`src/rtl/ctrl_pkg.sv`:
```
// ctrl_pkg: opcode and state encodings plus IR field positions shared by ctrl_fsm.
// Latency: none (definitions only). Backpressure: n/a.
package ctrl_pkg;

    typedef enum logic [1:0] {
        OP_MV  = 2'b00,
        OP_MVI = 2'b01,
        OP_ADD = 2'b10,
        OP_SUB = 2'b11
    } opcode_e;

    typedef enum logic [1:0] {
        S_IDLE = 2'd0,
        S_T1   = 2'd1,
        S_T2   = 2'd2,
        S_T3   = 2'd3
    } state_e;

    localparam int IR_OP_MSB = 7;
    localparam int IR_OP_LSB = 6;
    localparam int IR_RX_MSB = 5;
    localparam int IR_RX_LSB = 3;
    localparam int IR_RY_MSB = 2;
    localparam int IR_RY_LSB = 0;

endpackage

```
`src/rtl/dec3to8.sv`:
```
// dec3to8: 3-bit index to 8-bit one-hot, all zeros when en is low.
// Latency: combinational. Backpressure: n/a.
module dec3to8 (
    input  logic       en,
    input  logic [2:0] idx,
    output logic [7:0] onehot
);

    assign onehot = en ? (8'b1 << idx) : 8'b0;

endmodule

```
`src/rtl/ctrl_fsm.sv`:
```
// ctrl_fsm: multicycle datapath controller (mv/mvi/add, sub when CTRL_FSM_SUB_EN is defined).
// Latency: mv/mvi 2 cycles Run->Done, add/sub 4. Backpressure: Run ignored outside IDLE.
module ctrl_fsm
    import ctrl_pkg::*;
#(
    parameter int W = 8
) (
    input  logic         clk,
    input  logic         rst,
    input  logic         Run,
    input  logic [W-1:0] DIN,
    output logic         IRin,
    output logic [7:0]   Rin,
    output logic [7:0]   Rout,
    output logic         Ain,
    output logic         Gin,
    output logic         AddSub,
    output logic         Gout,
    output logic         DINout,
    output logic         Done
);

    state_e       state_q, state_d;
    logic [W-1:0] ir_q, ir_d;

    opcode_e    op;
    logic [2:0] rx, ry;
    logic       rin_en, rout_en;
    logic [2:0] rin_idx, rout_idx;

    assign op = opcode_e'(ir_q[IR_OP_MSB:IR_OP_LSB]);
    assign rx = ir_q[IR_RX_MSB:IR_RX_LSB];
    assign ry = ir_q[IR_RY_MSB:IR_RY_LSB];

    always_ff @(posedge clk) begin
        if (rst) begin
            state_q <= S_IDLE;
            ir_q    <= '0;
        end else begin
            state_q <= state_d;
            ir_q    <= ir_d;
        end
    end

    always_comb begin
        state_d  = state_q;
        ir_d     = ir_q;
        IRin     = 1'b0;
        rin_en   = 1'b0;
        rin_idx  = rx;
        rout_en  = 1'b0;
        rout_idx = ry;
        Ain      = 1'b0;
        Gin      = 1'b0;
        AddSub   = 1'b0;
        Gout     = 1'b0;
        DINout   = 1'b0;
        Done     = 1'b0;
        case (state_q)
            S_IDLE: begin
                IRin = Run;
                if (Run) begin
                    ir_d    = DIN;
                    state_d = S_T1;
                end
            end
            S_T1: begin
                case (op)
                    OP_MV: begin
                        rout_en = 1'b1;
                        rin_en  = 1'b1;
                        Done    = 1'b1;
                        state_d = S_IDLE;
                    end
                    OP_MVI: begin
                        DINout  = 1'b1;
                        rin_en  = 1'b1;
                        Done    = 1'b1;
                        state_d = S_IDLE;
                    end
                    OP_ADD: begin
                        rout_en  = 1'b1;
                        rout_idx = rx;
                        Ain      = 1'b1;
                        state_d  = S_T2;
                    end
                    default: begin
`ifdef CTRL_FSM_SUB_EN
                        rout_en  = 1'b1;
                        rout_idx = rx;
                        Ain      = 1'b1;
                        state_d  = S_T2;
`else
                        // Opcode 11 is a NOP here: finish immediately, nothing on the bus.
                        Done    = 1'b1;
                        state_d = S_IDLE;
`endif
                    end
                endcase
            end
            S_T2: begin
                rout_en = 1'b1;
                Gin     = 1'b1;
                AddSub  = (op == OP_ADD);
                state_d = S_T3;
            end
            S_T3: begin
                Gout    = 1'b1;
                rin_en  = 1'b1;
                Done    = 1'b1;
                state_d = S_IDLE;
            end
            default: state_d = S_IDLE;
        endcase
    end

    dec3to8 u_rin_dec (
        .en     (rin_en),
        .idx    (rin_idx),
        .onehot (Rin)
    );

    dec3to8 u_rout_dec (
        .en     (rout_en),
        .idx    (rout_idx),
        .onehot (Rout)
    );

endmodule

```
`config.mk`:
```
export PLATFORM = sky130hd
export DESIGN_NAME = ctrl_fsm
export DESIGN_NICKNAME = d
export VERILOG_FILES = /design/src/rtl/ctrl_pkg.sv /design/src/rtl/dec3to8.sv /design/src/rtl/ctrl_fsm.sv
export SDC_FILE = /design/constraint.sdc
export NUM_CORES = 1
export LEC_CHECK = 0
export ABC_CLOCK_PERIOD_IN_PS = 3200
export BUFFER_PORTS_ARGS = -buffer_cell sky130_fd_sc_hd__buf_2
export CAP_MARGIN = 10
export CORE_ASPECT_RATIO = 0.9
export CORE_MARGIN = 3
export CORE_UTILIZATION = 30
export CTS_CLUSTER_DIAMETER = 40
export DETAILED_ROUTE_END_ITERATION = 10
export GPL_ROUTABILITY_DRIVEN = 0
export PLACE_DENSITY = 0.55
export SYNTH_ARGS = -nofsm -noshare
export SYNTH_HDL_FRONTEND = slang
export SYNTH_HIERARCHICAL = 1
export SYNTH_SLANG_ARGS = --single-unit
export TNS_END_PERCENT = 20
```
`constraint.sdc`:
```
create_clock -name clk -period 3.2 [get_ports clk]
set_clock_uncertainty 0.2 [all_clocks]
set_input_delay 0.64 -clock clk [delete_from_list [all_inputs] [get_ports clk]]
set_output_delay 0.64 -clock clk [all_outputs]
set_load 0.1 [all_outputs]
```
==> results of run 1 <==
-- cells by family after synthesis --
group                    after synthesis
AND/OR/NAND/NOR                       44
buffers and inverters                  7
AO/OA/AOI/OAI                         14
multiplexers                           3
flip-flops                            10
adder cells (fa/ha/maj)                6
-- cells in the mapped netlist, drive strengths merged --
cell and n:
a211oi 1, a21o 2, a21oi 9, and2 2
and3 1, and4 2, and4b 6, and4bb 6
buf 3, dfxtp 10, ha 6, inv 4
mux2 3, nand2 11, nand2b 1, nand3 8
nand4 1, nor2 2, nor2b 2, nor4b 2
o21a 1, o21bai 1
-- through the flow --
stage                     setup WS [ns]  cells  total power, mW
after floorplan                  -0.156     84            0.265
after detailed placement          0.501    141            0.290
after global routing             0.0987    145            0.420
after global placement            0.537    141            0.287
after CTS                         0.198    145            0.405
final                             0.219    145            0.400
-- area by class of cell --
class | instances | area, um^2
Multi-Input combinational cell | 67 | 573
Inverter | 4 | 15.0
Tap cell | 27 | 33.8
Fill cell | 247 | 1300
Clock buffer | 4 | 36.3
Timing Repair Buffer | 33 | 165
Sequential cell | 10 | 200
-- layout by cell type (no fill, tap or decap), drive strengths merged --
master  Yosys  routed
buf         3      33
nand2b      1       1
a21o        2       2
nand3       8       8
nor4b       2       2
and2        2       2
nor2b       2       2
nand4       1       1
o21bai      1       1
nor2        2       2
dfxtp      10      10
mux2        3       3
and4        2       2
ha          6       6
a211oi      1       1
and4b       6       6
o21a        1       1
and3        1       1
a21oi       9       9
nand2      11      11
and4bb      6       6
clkbuf      0       4
inv         4       4
-- routing by layer --
metal	vias to the layer above	track usage, %	wire, um
met2	28	16.7	714
met4	0	6.64	29
li1	383	-	-
met5	-	0	0
met3	4	1.65	129
met1	312	14.4	869
-- worst min-delay path, cell delays in order, from the launching register on --
cell and delay [ns]:
dfxtp_1 0.31, nand2_1 0.05, a21oi_1 0.05
-- state kept, by name, summed over array words and instances, names as in the netlist, named ones only --
register	flops
state_q	1
ir_q	8
-- power by group --
part	leakage (nW)	internal (mW)	total, mW	switching [mW]
registers	0.0821	0.133	0.146	0.0129
clock network	0.0210	0.0691	0.114	0.0444
logic	0.433	0.0410	0.140	0.0991
total	0.536	0.243	0.400	0.156
-- worst min path at each step --
stage,startpoint,end,slack [ns],cells past startpoint
after floorplan,ir_q[0],ir_q[0],0.24,2
after global placement,ir_q[2],ir_q[2],0.25,2
after detailed placement,ir_q[2],ir_q[2],0.26,2
after CTS,ir_q[2],ir_q[2],0.27,2
after global routing,ir_q[0],ir_q[0],0.30,2
final,ir_q[2],ir_q[2],0.26,2
==> flow_summary.yaml, run 1 <==
pwr:
  peakVddDrop_mv: 0.231
  power_density_nw_per_um2: 390
  p_leak_nw: 0.536
critical_path:
  path_buf_inv: 2
  crit-reg2reg-launch: "state_q[0]"
  critPathCaptureType: "output pin"
  timing.rr.end: "ir_q[4]"
  cp_top_family: "buffers and inverters"
  cp_data_arrival_time_ns: 2.14
  cp-start-kind: "flip-flop"
  max_stage_delay_ns: 0.42
  critPathKind: "reg2out"
  critPathCapture: "Rout[1]"
  r2r_slack_ns: 1.55
  worst_path_max_delay_cell: "buf_2"
  critPathMaxFanout: 8
  r2r_cells: 5
  cp_num_cells: 6
  cp.required_ns: 2.36
  worstPathCellList: "inv_1 -> ha_1 -> nand2_4 -> mux2_4 -> and4bb_2 -> buf_2"
placed_design:
  place_area_um2: 987
  portBuffers: 33
  dp_hpwl_um: 1380
floorplanning:
  core-area_um2: 2320
  die_h_um: 54.6
  row_count: 16
  die-area_um2: 3280
  die_x_um: 60.0
  start_util_pct: 33.9
  ios: 34
run_status:
  status: "completed"
synthesis:
  synth_xor_area_share_pct: 0
  synth-compound-area-share_pct: 10.5
  syn-num-nets: 101
  synth_top_area_share_pct: 25.4
  synth.distinct_cells: 29
  syn_area_um2: 788
  yosys.area.top_type: "dfxtp_1"
  synth_fa_ha_area_share_pct: 9.52
  yosysSeqAreaShare_pct: 25.4
  muxShareOfSynthArea_pct: 5.71
  synthTopCellsByArea: "dfxtp_1 25%, ha_1 9.5%, and4bb_1 6.3%, a21oi_1 5.7%, and4b_2 5.7%"
  yosys.area_share.simple_pct: 44.4
  synth_warnings: 6
  avgSynthCellArea_um2: 9.38
  synth_seq_cells: 10
  syn_inst: 84
  synth_top_family_by_area: "simple AND/OR/NAND/NOR gates"
grt:
  grt_pass1_vias: 621
  track_usage_pct: 11.0
  antenna_found_initial: 0
  grt-ovfl-total: 0
  grt_pass1_wl_um: 2680
  grt_max_degree: 11
clocking:
  clk_pin_slew_ns: 0.07
  clkSinkCount: 10
  cts_resized: 0
  htreeDepth: 1
  post-cts-setup-buffers: 0
  cts_root_buf: "clkbuf_4"
  cts_max_path_buffers: 2
  clock_latency_ns: 0.27
  holdBufCountCts: 0
  cts_tree: "done"
  cts-buffers-inserted: 3
sta:
  whs_ns: 0.259
  hold_viol: 0
  report.final.slew_viol_count: 0
  finalSetupViolations: 0
  rsz0062_at_grt: "false"
  fin_crit_sh_pct: 93.2
  max_slew_margin_pct: 67.6
  period_needed_ns: 2.98
  worst_slew_pin_slew_ns: 0.490
  fmax_mhz: 335
  setup_tns_ns: 0
drt:
  wl_um: 1740
  first_pass_iters: 3
  wl_per_cell_um: 12.0
  first_iter_violations: 12
  drc: 0
  ant_nets: 0
  num_vias: 727
  viasPerCell: 5.01
cells_and_area:
  fin_area_um2: 1020
  area_growth_syn_to_layout_pct: 29.8
  nets: 136
  num_antenna_cells: 0
  final_core_util_pct: 44.1
  drive_above_1_share_pct: 48.3
job:
  cap_violations: 0
hold_path:
  hp-class: "reg2reg"
No activity file was read; power rests on OpenSTA's default activity.
==> inputs of run 2 (changes only) <==
PLACE_DENSITY = 0.56   (was 0.55)
SYNTH_HIERARCHICAL = unset   (was 1)
==> run 2 against run 1 <==
Against the previous run: global-route usage increased by 2.0 points; sequential share of layout area decreased by 1.6 points; non-clock buffer count did not move; maximum frequency down 3.3%; register-to-register slack worse by 0.09 ns; total power decreased by 1.8%; sequential cell count stayed put; cell count rose by 4.1%; sequential power is essentially flat; die area down 9.0%; critical path type unchanged.
==> flow_summary.yaml, run 2 <==
run_status:
  status: "completed"
cells_and_area:
  area_growth_syn_to_layout_pct: 59.1
  nets: 143
  final_cells: 151
  largest_register_ffs: 8
  largest_register: "ir_q"
  fin_area_um2: 1130
  reg_top3: "ir_q x8, state_q x1"
  mostFrequentLayoutCell: "buf_2"
  final_cell_mix: "33 x buf_2, 10 x nand2_1, 9 x nand3_1, 9 x a21oi_1"
  num_antenna_cells: 0
  drive_above_1_share_pct: 54.0
clocking:
  htreeDepth: 1
  cts-buffers-inserted: 3
  clock_latency_ns: 0.26
  cts_max_path_buffers: 2
  clkSinkCount: 10
  clk_pin_slew_ns: 0.06
  cts_root_buf: "clkbuf_4"
  cts_tree: "done"
floorplanning:
  die_h_um: 52.1
  row_count: 16
  die_x_um: 57.3
  die-area_um2: 2990
  ios: 34
  start_util_pct: 32.2
  core-area_um2: 2200
placed_design:
  dpl.cell_count: 148
  place_area_um2: 1100
  dp_hpwl_um: 1560
  portBuffers: 33
sta:
  worst_slew_pin_slew_ns: 0.884
  period_needed_ns: 3.08
  report.final.slew_viol_count: 0
  fin_crit_sh_pct: 96.3
  setup_tns_ns: 0
  fmax_mhz: 325
  rsz0062_at_grt: "false"
  hold_viol: 0
  finalSetupViolations: 0
  max_slew_margin_pct: 39.4
synthesis:
  syn_inst: 91
  yosys.area.top_type: "dfxtp_1"
  synth_seq_cells: 10
  syn_area_um2: 709
  synthTopCellsByArea: "dfxtp_1 28%, ha_1 11%, nor4_1 7.1%, a21oi_1 6.3%, nand3_1 6.3%"
  synth_top_area_share_pct: 28.2
  yosysSeqAreaShare_pct: 28.2
  synth_warnings: 0
  avgSynthCellArea_um2: 7.80
  syn-num-nets: 108
  synth-edff-count: 0
  ys.flop_type: "dfxtp_1"
  synthTopCellsByCount: "10 x dfxtp_1, 10 x nand2_1, 9 x a21oi_1, 9 x nand3_1, 9 x nor2_1"
  async_flop_share_pct: 0
  synth.distinct_cells: 25
critical_path:
  crit-reg2reg-launch: "state_q[0]"
  cp.required_ns: 2.36
  cp-start-kind: "flip-flop"
  critPathMaxFanout: 5
  critPathKind: "reg2out"
  critPathCaptureType: "output pin"
  cp_data_arrival_time_ns: 2.24
  r2r_slack_ns: 1.46
drt:
  drc: 0
  wl_um: 1900
  wl_per_cell_um: 12.6
  num_vias: 746
  first_iter_violations: 10
  first_pass_iters: 4
  ant_nets: 0
  viasPerCell: 4.94
hold_path:
  hp-class: "reg2reg"
  min_from: "ir_q[1]"
pwr:
  power_mw: 0.392
  power_density_nw_per_um2: 348
  p_leak_nw: 0.489
  peakVddDrop_mv: 0.266
grt:
  grt_max_degree: 11
  grt-ovfl-total: 0
  antenna_found_initial: 0
  grt_pass1_wl_um: 3050
  track_usage_pct: 12.9
  grt_pass1_vias: 657
job:
  cap_violations: 0
## run 2: where the power goes
part | internal (mW) | leakage [nW] | switching, mW
Sequential | 0.134 | 0.0828 | 0.0150
Combinational | 0.0419 | 0.392 | 0.120
Clock | 0.0432 | 0.0138 | 0.0388
Total | 0.219 | 0.489 | 0.174
## run 2: layer usage
layer | track usage (%) | wire [um]
met4 | 4.63 | 9
met1 | 19.1 | 965
met3 | 1.74 | 156
met2 | 18.8 | 766
met5 | 0 | 0
## run 2: worst paths after layout
| kind | endpoint | cells past startpoint |
|---|---|---|
| hold reg to reg | ir_q[1] | 2 |
| hold / removal | ir_q[1] | 2 |
| setup / recovery | Rout[6] | 6 |
| setup reg to reg | ir_q[4] | 5 |
## run 2: cell type report
cell class,count,area [um^2]
Multi-Input combinational cell,73,671
Inverter,5,33.8
Tap cell,27,33.8
Clock buffer,3,22.5
Timing Repair Buffer,33,165
Sequential cell,10,203
Fill cell,221,1070
## run 2: cells by family (layout without fill, tap and decap cells)
group	count (synthesis)	after routing	share of synthesized area [%]
AND/OR/NAND/NOR	46	46	34.4
AO/OA/AOI/OAI	15	15	12.2
flip-flops	10	10	28.2
buffers and inverters	8	41	4.59
adder cells (fa/ha/maj)	6	6	10.6
multiplexers	6	6	10.1
## run 2: what timing repair did
item,in CTS,in global routing
resized for setup,0,2
setup buffers,0,0
setup endpoints to repair,0,4
hold buffers,0,0
## run 2: through the flow
step / setup WS, ns / utilization, % / hold slack [ns]
global placement: 0.399 / 49.9 / 0.266
CTS: 0.0510 / 50.9 / 0.273
floorplan: -0.128 / - / 0.246
detailed placement: 0.351 / 49.9 / 0.265
global route: 0.0422 / 51.2 / 0.317
finish: 0.119 / 51.2 / 0.285
## run 2: critical path, stage by stage, from the launching register on
cell and delay [ns]:
dfxtp_2 0.38, inv_4 0.07, ha_4 0.17, nand3b_4 0.16, mux2_2 0.46, nor4_4 0.28
buf_2 0.46
==> inputs of run 3 (changes only) <==
ABC_CLOCK_PERIOD_IN_PS = 2800   (was 3200)
PLACE_DENSITY = 0.58   (was 0.56)
clock period = 2.8 ns   (was 3.2 ns; I/O delays follow)
==> run 3 against run 2 <==
Against the previous run: via count up 6.3%; setup slack worse by 0.064 ns; non-clock buffer count increased by 3; sequential share of layout area shrank 2.7 points; sequential cell count stayed put; first-iteration DRC count unchanged; critical path type unchanged; largest power group unchanged; highest routed layer unchanged.
==> flow_summary.yaml, run 3 (synthesis gave the netlist of run 2 again) <==
pwr:
  switchingPower_mw: 0.206
  seq_power_share_pct: 34.2
  p_leak_nw: 0.534
  internal_power_mw: 0.293
  power_mw: 0.499
  power_density_nw_per_um2: 375
  peakVddDrop_mv: 0.329
  p_clk_share_pct: 25.1
  combPwrFrac_pct: 40.7
  sw_frac_of_total_pct: 41.3
floorplanning:
  start_util_pct: 32.2
  row_count: 16
  ios: 34
  die_x_um: 57.3
  die_h_um: 52.1
  core-area_um2: 2200
  die-area_um2: 2990
placed_design:
  dp_hpwl_um: 1670
  pre_cts_ws_ns: 0.136
  place_area_um2: 1260
  dpl.cell_count: 151
  portBuffers: 33
cells_and_area:
  multi_input_area_um2: 712
  nets: 146
  ff_latch_area_um2: 203
  largest_register: "ir_q"
  fillers: 195
  final_cells: 155
  area_growth_syn_to_layout_pct: 87.3
  final_cell_mix: "24 x buf_2, 10 x nand2_1, 9 x nand3_1, 9 x a21oi_1"
  reg_top3: "ir_q x8, state_q x1"
  num_antenna_cells: 0
  fin_area_um2: 1330
  largest_register_ffs: 8
  mostFrequentLayoutCell: "buf_2"
  drive_above_1_share_pct: 57.0
critical_path:
  cp_data_arrival_time_ns: 1.99
  worst_path_max_delay_cell: "dfxtp_2"
  worstPathCellList: "inv_4 -> ha_4 -> nand3b_4 -> mux2_4 -> nor4_4 -> buf_12"
  critPathCaptureType: "output pin"
  critPathKind: "reg2out"
  cp-start-kind: "flip-flop"
  cp_top_family: "simple AND/OR/NAND/NOR gates"
  max_stage_delay_ns: 0.38
  path_buf_inv: 2
  cp.required_ns: 2.04
  critPathMaxFanout: 5
sta:
  whs_ns: 0.292
  finalSetupViolations: 0
  fmax_mhz: 364
  max_slew_margin_pct: 60.9
  worst_slew_pin_slew_ns: 0.575
  worst_slack_ns: 0.0545
  report.final.slew_viol_count: 0
  period_needed_ns: 2.75
  hold_viol: 0
  rsz0062_at_grt: "true"
  fin_crit_sh_pct: 98.1
clocking:
  clock_latency_ns: 0.26
  post-cts-setup-buffers: 0
  htreeDepth: 1
  cts_tree: "done"
  clk_pin_slew_ns: 0.06
  cts_max_path_buffers: 2
  clkSinkCount: 10
  cts-buffers-inserted: 3
  cts_root_buf: "clkbuf_4"
drt:
  num_vias: 793
  ant_nets: 0
  wl_per_cell_um: 12.6
  first_iter_violations: 10
  wl_um: 1960
  drc: 0
  first_pass_iters: 5
  viasPerCell: 5.12
grt:
  grt-ovfl-total: 0
  met3_usage_pct: 1.99
  grtUsageMet2_pct: 22.2
  grt_max_degree: 11
  grt_use_met1_pct: 19.6
  grt_pass1_wl_um: 3300
  grt_pass1_vias: 736
  track_usage_pct: 14.1
  antenna_found_initial: 0
  busiest_layer: "met2"
run_status:
  status: "completed"
hold_path:
  hp-class: "reg2reg"
job:
  cap_violations: 0
==> run 3: power groups by stage <==
stage          Clock (mW)  Combinational (mW)  Sequential, mW
4_1_cts             0.127               0.203           0.170
3_3_place_gp            0               0.195           0.173
3_5_place_dp            0               0.197           0.173
6_report            0.125               0.203           0.171
5_1_grt             0.133               0.216           0.173
2_1_floorplan           0               0.158           0.168
==> run 3: worst paths after layout <==
path / end / slack (ns) / cells after the start / startpoint
worst min-delay path: ir_q[0] / 0.29 / 2 / ir_q[0]
worst min register to register: ir_q[0] / 0.29 / 2 / ir_q[0]
worst max-delay path: Rout[4] / 0.05 / 6 / flip-flop
worst max register to register: state_q[0] / 1.14 / 6 / state_q[0]
==> run 3: final cells by class <==
cell class / count / share of cell area [%]
Tap cell: 27 / 2.54
Clock buffer: 4 / 2.73
Sequential cell: 10 / 15.3
Multi-Input combinational cell: 73 / 53.6
Timing Repair Buffer: 36 / 23.4
Inverter: 5 / 2.54
==> run 3: stage by stage <==
stage / util [%] / TNS [ns]
floorplan: - / -2.73
global placement: 57.2 / 0
detailed placement: 57.2 / 0
CTS: 59.8 / 0
global route: 60.3 / -0.122
finish: 60.3 / 0
==> run 3: what timing repair did <==
| action | in CTS | in global routing |
|---|---|---|
| gates resized for setup | 5 | 2 |
| pin swaps | 1 | 4 |
| hold buffers | 0 | 0 |
| endpoints found under the setup margin | 12 | 9 |
==> run 3: worst register-to-register path, delay by kind of cell, from the launching register on <==
family                     cells  cell delay [ns]
AOI/OAI and AO/OA              1             0.20
adders and majority gates      1             0.25
buffers and inverters          2             0.29
DFF                            1             0.41
and+or+nand+nor                2             0.22
==> run 3: layer usage <==
| metal | vias to the layer above | routed length, um |
|---|---|---|
| li1 | 397 | - |
| met1 | 366 | 930 |
| met2 | 26 | 879 |
| met3 | 4 | 131 |
| met4 | 0 | 17 |
| met5 | - | 0 |
